`src/rtl/axi_stream_pkt_arbiter.sv`:
```
// Two-source AXI-Stream merger with packet-granular arbitration, alternating on ties,
// and a single registered output stage that also reports the beat count of each finished packet.
module axi_stream_pkt_arbiter #(
  parameter int DATA_WD      = 32,
  parameter int DATA_BYTE_WD = DATA_WD / 8,
  parameter int BEAT_CNT_WD  = 16
) (
  input  logic                    clk,
  input  logic                    rst_n,
  input  logic                    valid_in0,
  input  logic [DATA_WD-1:0]      data_in0,
  input  logic [DATA_BYTE_WD-1:0] keep_in0,
  input  logic                    last_in0,
  output logic                    ready_in0,
  input  logic                    valid_in1,
  input  logic [DATA_WD-1:0]      data_in1,
  input  logic [DATA_BYTE_WD-1:0] keep_in1,
  input  logic                    last_in1,
  output logic                    ready_in1,
  output logic                    valid_out,
  output logic [DATA_WD-1:0]      data_out,
  output logic [DATA_BYTE_WD-1:0] keep_out,
  output logic                    last_out,
  input  logic                    ready_out,
  output logic                    src_out,
  output logic                    pkt_done,
  output logic [BEAT_CNT_WD-1:0]  pkt_beats
);

  typedef enum logic {IDLE = 1'b0, BUSY = 1'b1} state_t;

  localparam logic [BEAT_CNT_WD-1:0] CNT_MAX  = {BEAT_CNT_WD{1'b1}};
  localparam logic [BEAT_CNT_WD-1:0] CNT_ZERO = {BEAT_CNT_WD{1'b0}};
  localparam logic [BEAT_CNT_WD-1:0] CNT_ONE  = {{(BEAT_CNT_WD-1){1'b0}}, 1'b1};

  state_t                  state_r;
  logic                    gnt_r;
  logic                    ptr_r;
  logic [BEAT_CNT_WD-1:0]  beat_cnt_r;
  logic [BEAT_CNT_WD-1:0]  cnt_next_s;
  logic                    out_free_s;
  logic                    accept_s;
  logic                    sel_valid_s;
  logic                    sel_last_s;
  logic [DATA_WD-1:0]      sel_data_s;
  logic [DATA_BYTE_WD-1:0] sel_keep_s;

  function automatic logic [BEAT_CNT_WD-1:0] sat_inc(input logic [BEAT_CNT_WD-1:0] v);
    if (v == CNT_MAX) begin
      return CNT_MAX;
    end else begin
      return v + CNT_ONE;
    end
  endfunction

  // Handshake and source mux; only the granted source's inputs reach the datapath.
  always_comb begin
    out_free_s  = !valid_out || ready_out;
    ready_in0   = 1'b0;
    ready_in1   = 1'b0;
    sel_valid_s = 1'b0;
    sel_last_s  = 1'b0;
    sel_data_s  = {DATA_WD{1'b0}};
    sel_keep_s  = {DATA_BYTE_WD{1'b0}};
    if (state_r == BUSY) begin
      ready_in0 = !gnt_r && out_free_s;
      ready_in1 = gnt_r && out_free_s;
    end else begin
      ready_in0 = 1'b0;
      ready_in1 = 1'b0;
    end
    if (gnt_r) begin
      sel_valid_s = valid_in1;
      sel_last_s  = last_in1;
      sel_data_s  = data_in1;
      sel_keep_s  = keep_in1;
    end else begin
      sel_valid_s = valid_in0;
      sel_last_s  = last_in0;
      sel_data_s  = data_in0;
      sel_keep_s  = keep_in0;
    end
    accept_s   = sel_valid_s && (ready_in0 || ready_in1);
    cnt_next_s = sat_inc(beat_cnt_r);
  end

  // Arbitration FSM, output register and packet statistics.
  always_ff @(posedge clk or negedge rst_n) begin
    if (!rst_n) begin
      state_r    <= IDLE;
      gnt_r      <= 1'b0;
      ptr_r      <= 1'b1;
      beat_cnt_r <= CNT_ZERO;
      valid_out  <= 1'b0;
      data_out   <= {DATA_WD{1'b0}};
      keep_out   <= {DATA_BYTE_WD{1'b0}};
      last_out   <= 1'b0;
      src_out    <= 1'b0;
      pkt_done   <= 1'b0;
      pkt_beats  <= CNT_ZERO;
    end else begin
      pkt_done <= 1'b0;
      if (accept_s) begin
        valid_out <= 1'b1;
        data_out  <= sel_data_s;
        keep_out  <= sel_keep_s;
        last_out  <= sel_last_s;
        src_out   <= gnt_r;
      end else if (ready_out) begin
        valid_out <= 1'b0;
      end
      case (state_r)
        IDLE: begin
          if (valid_in0 || valid_in1) begin
            state_r    <= BUSY;
            beat_cnt_r <= CNT_ZERO;
            // On a tie the source that did not finish the previous packet wins.
            if (valid_in0 && valid_in1) begin
              gnt_r <= !ptr_r;
            end else begin
              gnt_r <= valid_in1;
            end
          end
        end
        BUSY: begin
          if (accept_s) begin
            beat_cnt_r <= cnt_next_s;
            if (sel_last_s) begin
              state_r   <= IDLE;
              ptr_r     <= gnt_r;
              pkt_done  <= 1'b1;
              pkt_beats <= cnt_next_s;
            end
          end
        end
        default: begin
          state_r <= IDLE;
        end
      endcase
    end
  end

endmodule

```
`config.mk`:
```
export PLATFORM = sky130hd
export DESIGN_NAME = axi_stream_pkt_arbiter
export DESIGN_NICKNAME = d
export VERILOG_FILES = /design/src/rtl/axi_stream_pkt_arbiter.sv
export SDC_FILE = /design/constraint.sdc
export NUM_CORES = 1
export LEC_CHECK = 0
export ABC_AREA = 1
export ABC_CLOCK_PERIOD_IN_PS = 1700
export BUFFER_PORTS_ARGS = -buffer_cell sky130_fd_sc_hd__clkbuf_2
export CORE_MARGIN = 2
export CORE_UTILIZATION = 49
export DETAILED_ROUTE_END_ITERATION = 8
export PLACE_DENSITY = 0.82
export REMOVE_ABC_BUFFERS = 1
export SETUP_SLACK_MARGIN = 0.1
export SYNTH_ARGS = -nofsm -noshare
export SYNTH_HDL_FRONTEND = slang
export SYNTH_SLANG_ARGS = --single-unit
```
`constraint.sdc`:
```
create_clock -name clk -period 1.7 [get_ports clk]
set_clock_uncertainty 0.05 [all_clocks]
set_input_delay 0.34 -clock clk [delete_from_list [all_inputs] [get_ports clk]]
set_output_delay 0.34 -clock clk [all_outputs]
set_load 0.01 [all_outputs]
```
## Word level (Yosys, flattened, before mapping)

Cells that the tools add are included.

| storage, ports and cells | value |
|---|---|
| output and inout port bits | 58 |
| input bits | 79 |
| register bits after elaboration | 75 |
| logic and storage cells | 50 |

| operators by class | value |
|---|---|
| eq/ne operators | 3 |
| reduce and logical (&&, ||, !) cells | 14 |
| add/sub/neg operators | 1 |
| muxes and demuxes | 20 |
| bitwise operators | 1 |

Operator list:

| kind | count |
|---|---|
| $mux 16 | 3 |
| $mux 32 | 1 |
| $pmux 16 s2 | 1 |
| $add 16x1->16 const B | 1 |
| $eq 16x16->1 const B | 1 |
| $mux 1 | 13 |
| $logic_and 1x1->1 | 4 |
| $mux 4 | 1 |
| $reduce_and 2->1 | 2 |
| $logic_not 1->1 | 3 |
| $logic_or 1x1->1 | 3 |
| $reduce_and 3->1 | 1 |
| $ne 2x1->1 const B | 1 |
| $ne 2x2->1 const B | 1 |
| $pmux 1 s2 | 1 |
| $reduce_bool 2->1 | 1 |
| $not 1->1 | 1 |

## Depth between registers and ports, before layout

| logic depth | value |
|---|---|
| depth in word-level cells | 8 |
| gate-level depth with buffers | 10 |

## Least setup slack after synthesis

Ideal clock, no wire load.

| timing path | value |
|---|---|
| kind | register -> register |
| start point | register beat_cnt_r[0] |
| end point | register beat_cnt_r[12] |
| stages on the path, launching flop included | 9 |
| data arrival time | 1298 ps |
| path slack | 235 ps |
| period minus slack after synthesis | 1465 ps |
| path through | dfrtp_1 ha_1 nand2_1 nor2_2 nand2_2 nor2_2 or2_2 nand3_1 nand2_1 |

| between the ends | value |
|---|---|
| longest elaborated chain between the ends | 4 |
| elaborated cells between the ends (all ways) | 5 |

RTL lines:

| item | line | text |
|---|---|---|
| start, declared | 39 | `logic [BEAT_CNT_WD-1:0] beat_cnt_r;` |
| start signal, assigned | 127 | `beat_cnt_r <= cnt_next_s;` |
| $add 16x1->16 / $eq 16x16->1 (equally long branches) | 52, 49 |  |
| $mux 16 (*) | 49 | `if (v == CNT_MAX) begin` |
| $mux 16 (*) | 126 | `if (accept_s) begin` |
| $pmux 16 s2 (*) | 112 | `case (state_r)` |

Mark *: on every way between the ends. The rest lies on a longest branch, timed or not. The select of a mux whose other input is x is not followed.
A chain may end at the register's enable or synchronous reset.

## Worst setup path in the final report

| timing path | value |
|---|---|
| start point | register state_r |
| end point | output ready_in0 |

| between the ends | value |
|---|---|
| longest elaborated chain between the ends | 1 |

RTL lines:

| item | line | text |
|---|---|---|
| start, declared | 36 | `state_t state_r;` |
| start signal, assigned | 90 | `state_r <= IDLE;` |
| start signal, assigned | 115 | `state_r <= BUSY;` |
| start signal, assigned | 129 | `state_r <= IDLE;` |
| $mux 1 | 65 | `if (state_r == BUSY) begin` |
| end, declared | 14 | `output logic ready_in0,` |

No other way between the ends.

==> impl_metrics.ini <==
[routing]
wl_mm = 9.98
vias = 3609
wl_per_cell_um = 13.9
drc = 0
postRouteAntennaNets = 0
initialDrtViolationCount = 189
avgViaCountPerCell = 5.04
dr.pass1.iters = 4

[floorplan]
initial_core_util_pct = 50.5
die_y_um = 90.5
core_area_um2 = 7250
core.rowCount = 31
ios = 137
dieArea_um2 = 8190
floorplan.die.width_um = 90.5

[critical_path]
cp-start-kind = flop
cpMostUsedCell = inv_2
crit_slowest_cell = dfrtp_1
critPathArrivalTime_ns = 1.24
cp.required_ns = 1.31
crit_chain = inv_2 > a21oi_2 > inv_2 > nor2_2 > buf_2
end_kind = output pin
critical_path_peak_fanout = 3
path_class = flop to output pin
cp_slowest_stage_delay_ns = 0.38

[status]
status = completed

[sta]
finalSetupViolCount = 0
final_max_slew_viol_count = 0
rsz0062_at_grt = yes
relSlewSlack_pct = 70.8
whs_ns = 0.164
finalSetupTns_ns = 0
hold_violations = 0
period_share_pct = 96.0
post-route-min-period_ns = 1.63
max_slew.worst_pin.slew_ns = 0.434
clock.fmax_mhz = 613
setup_slack_ns = 0.0682

[clocking]
clock-root-buffer = clkbuf_8
clockBufferDepth = 2
worstSkewPairLatency_ns = 0.35
clk_pin_slew_ns = 0.09
cts_tree = yes
numCtsBuffers = 9
cts.sinks = 75
htree_levels = 3

[synthesis]
synth_area_leaders = dfrtp_1, nand2_1, nor2_1
yosys_warnings = 0
syn_avg_cell_area_um2 = 7.92
synth_seq_cells = 75
syn-instance-count = 463
synth_cell_types = 29
ys_seq_area_share_pct = 51.2
synth_top_area_share_pct = 50.5
syn_area_um2 = 3660
synth.largest_area_cell = dfrtp_1

[finish]
seq_area_um2 = 1880
nFillCells = 609
syn_to_final_growth_pct = 36.1
finalInstanceArea_um2 = 4990
finalNetCount = 692
multiInputGateArea_um2 = 1620
final_layout_size_suffix_gt1_share_pct = 34.8
antennaDiodeCount = 0

[place]
portBuffers = 136
place_worst_setup_slack_ns = 0.0212
gp_congestion = 0.873
postPlaceCellArea_um2 = 4440
dp_hpwl_mm = 6.75

[global_routing]
grt_pass1_wl_mm = 15.8
first_global_vias = 3477
antenna_found_initial = 0
grt.total_usage_pct = 24.0
overflow = 0
grt_max_degree = 39

[flow_run]
cap_violations = 0

[pwr]
total_power_uw = 8500
leakagePower_uw = 0.00263
p_per_area_nw_per_um2 = 1700
ir_worst_vdd_uv = 883

[worst_hold_path]
hold_class = input port to flop
## sequential cells by signal (all words and copies together), names as in the netlist
register / cells
last_out: 1
valid_out: 1
beat_cnt_r: 16
src_out: 1
keep_out: 4
ptr_r: 1
state_r: 1
pkt_done: 1
data_out: 32
gnt_r: 1
pkt_beats: 16
## critical path: cells and delay by family, from the launching register on
| kind | cells | cell delay, ns |
|---|---|---|
| flops | 1 | 0.38 |
| buf+inv | 3 | 0.28 |
| compound gates | 1 | 0.15 |
| simple gates | 1 | 0.10 |
## metrics by stage
stage,instances,util (%)
final,716,68.7
after global routing,716,68.7
after CTS,708,66.0
after detailed placement,687,61.2
after global placement,687,61.2
after floorplan,442,-
## kinds of logic after synthesis
logic type      Yosys count  synth area share (%)
flops                    75                  51.2
compound gates           55                  10.7
buf+inv                  51                  6.69
simple gates            277                  30.0
xor+xnor                  4                 0.956
fa+ha+maj                 1                 0.341
## cell type report
cell class	count	area share, %
clock inverters	6	2.26
well taps	99	2.48
inverters	30	2.74
repair inverters	1	0.151
flip-flops and latches	75	37.7
repair buffers	158	19.5
multi-input cells	337	32.4
clock buffers	10	2.76
## synthesized netlist by cell type
master,number
buf_1,2
o21ai_2,1
nand2_1,195
nor2_4,1
nand3b_1,1
xor2_1,4
o21ai_1,2
dfrtp_1,74
clkbuf_1,3
inv_2,4
o21ai_0,11
buf_2,10
nand3_1,18
a21oi_1,1
nor2_2,3
buf_4,1
inv_1,26
or2_2,2
o21bai_1,2
buf_6,5
nand4_1,2
nor2_1,51
nand2_2,4
ha_1,1
dfstp_2,1
a31oi_1,27
a21oi_2,1
a22o_1,1
a31oi_2,9
## routing by layer
| layer | vias up | GRT usage (%) | share of wire (%) |
|---|---|---|---|
| li1 | 1768 | - | - |
| met1 | 1674 | 30.5 | 42 |
| met2 | 147 | 39.9 | 50 |
| met3 | 20 | 5.76 | 5.7 |
| met4 | 0 | 8.97 | 2.0 |
| met5 | - | 0 | 0 |
## cells in the final DEF, fill, tap and decap left out, types with 4 or more instances in the layout
master and n:
buf_12 5, a31oi_1 27, o21ai_0 10, nor2_1 47, buf_4 13, nand2_2 5
inv_1 23, clkbuf_8 10, xor2_1 4, nand2_1 190, nor2_2 5, nand3_1 18
dfrtp_1 73, a31oi_2 9, clkbuf_2 133
## worst paths after layout
kind / startpoint / endpoint / slack [ns] / cells past startpoint
max: state_r / ready_in0 / 0.07 / 5
min: keep_in1[0] / keep_out[0] / 0.16 / 3
max reg2reg: gnt_r / beat_cnt_r[8] / 0.12 / 9
min reg2reg: pkt_beats[14] / pkt_beats[14] / 0.43 / 2
max in group asynchronous: rst_n / beat_cnt_r[15] / 0.62 / 3
min in group asynchronous: rst_n / pkt_beats[6] / 0.44 / 2
## power breakdown
part	total (uW)	switching [uW]	internal, uW
combinational	3950	2290	1660
sequential	2850	408	2450
clock	1700	683	1020
total	8500	3380	5120
## what timing repair did
action / CTS / global route
endpoints found under the hold margin: 26 / 0
pin swaps: 0 / 6
hold buffers: 1 / 0
setup buffers: 3 / 5
cloned: 1 / 3
resized for setup: 10 / 36
endpoints found under the setup margin: 19 / 70
Power figures use the tool's default switching activity.
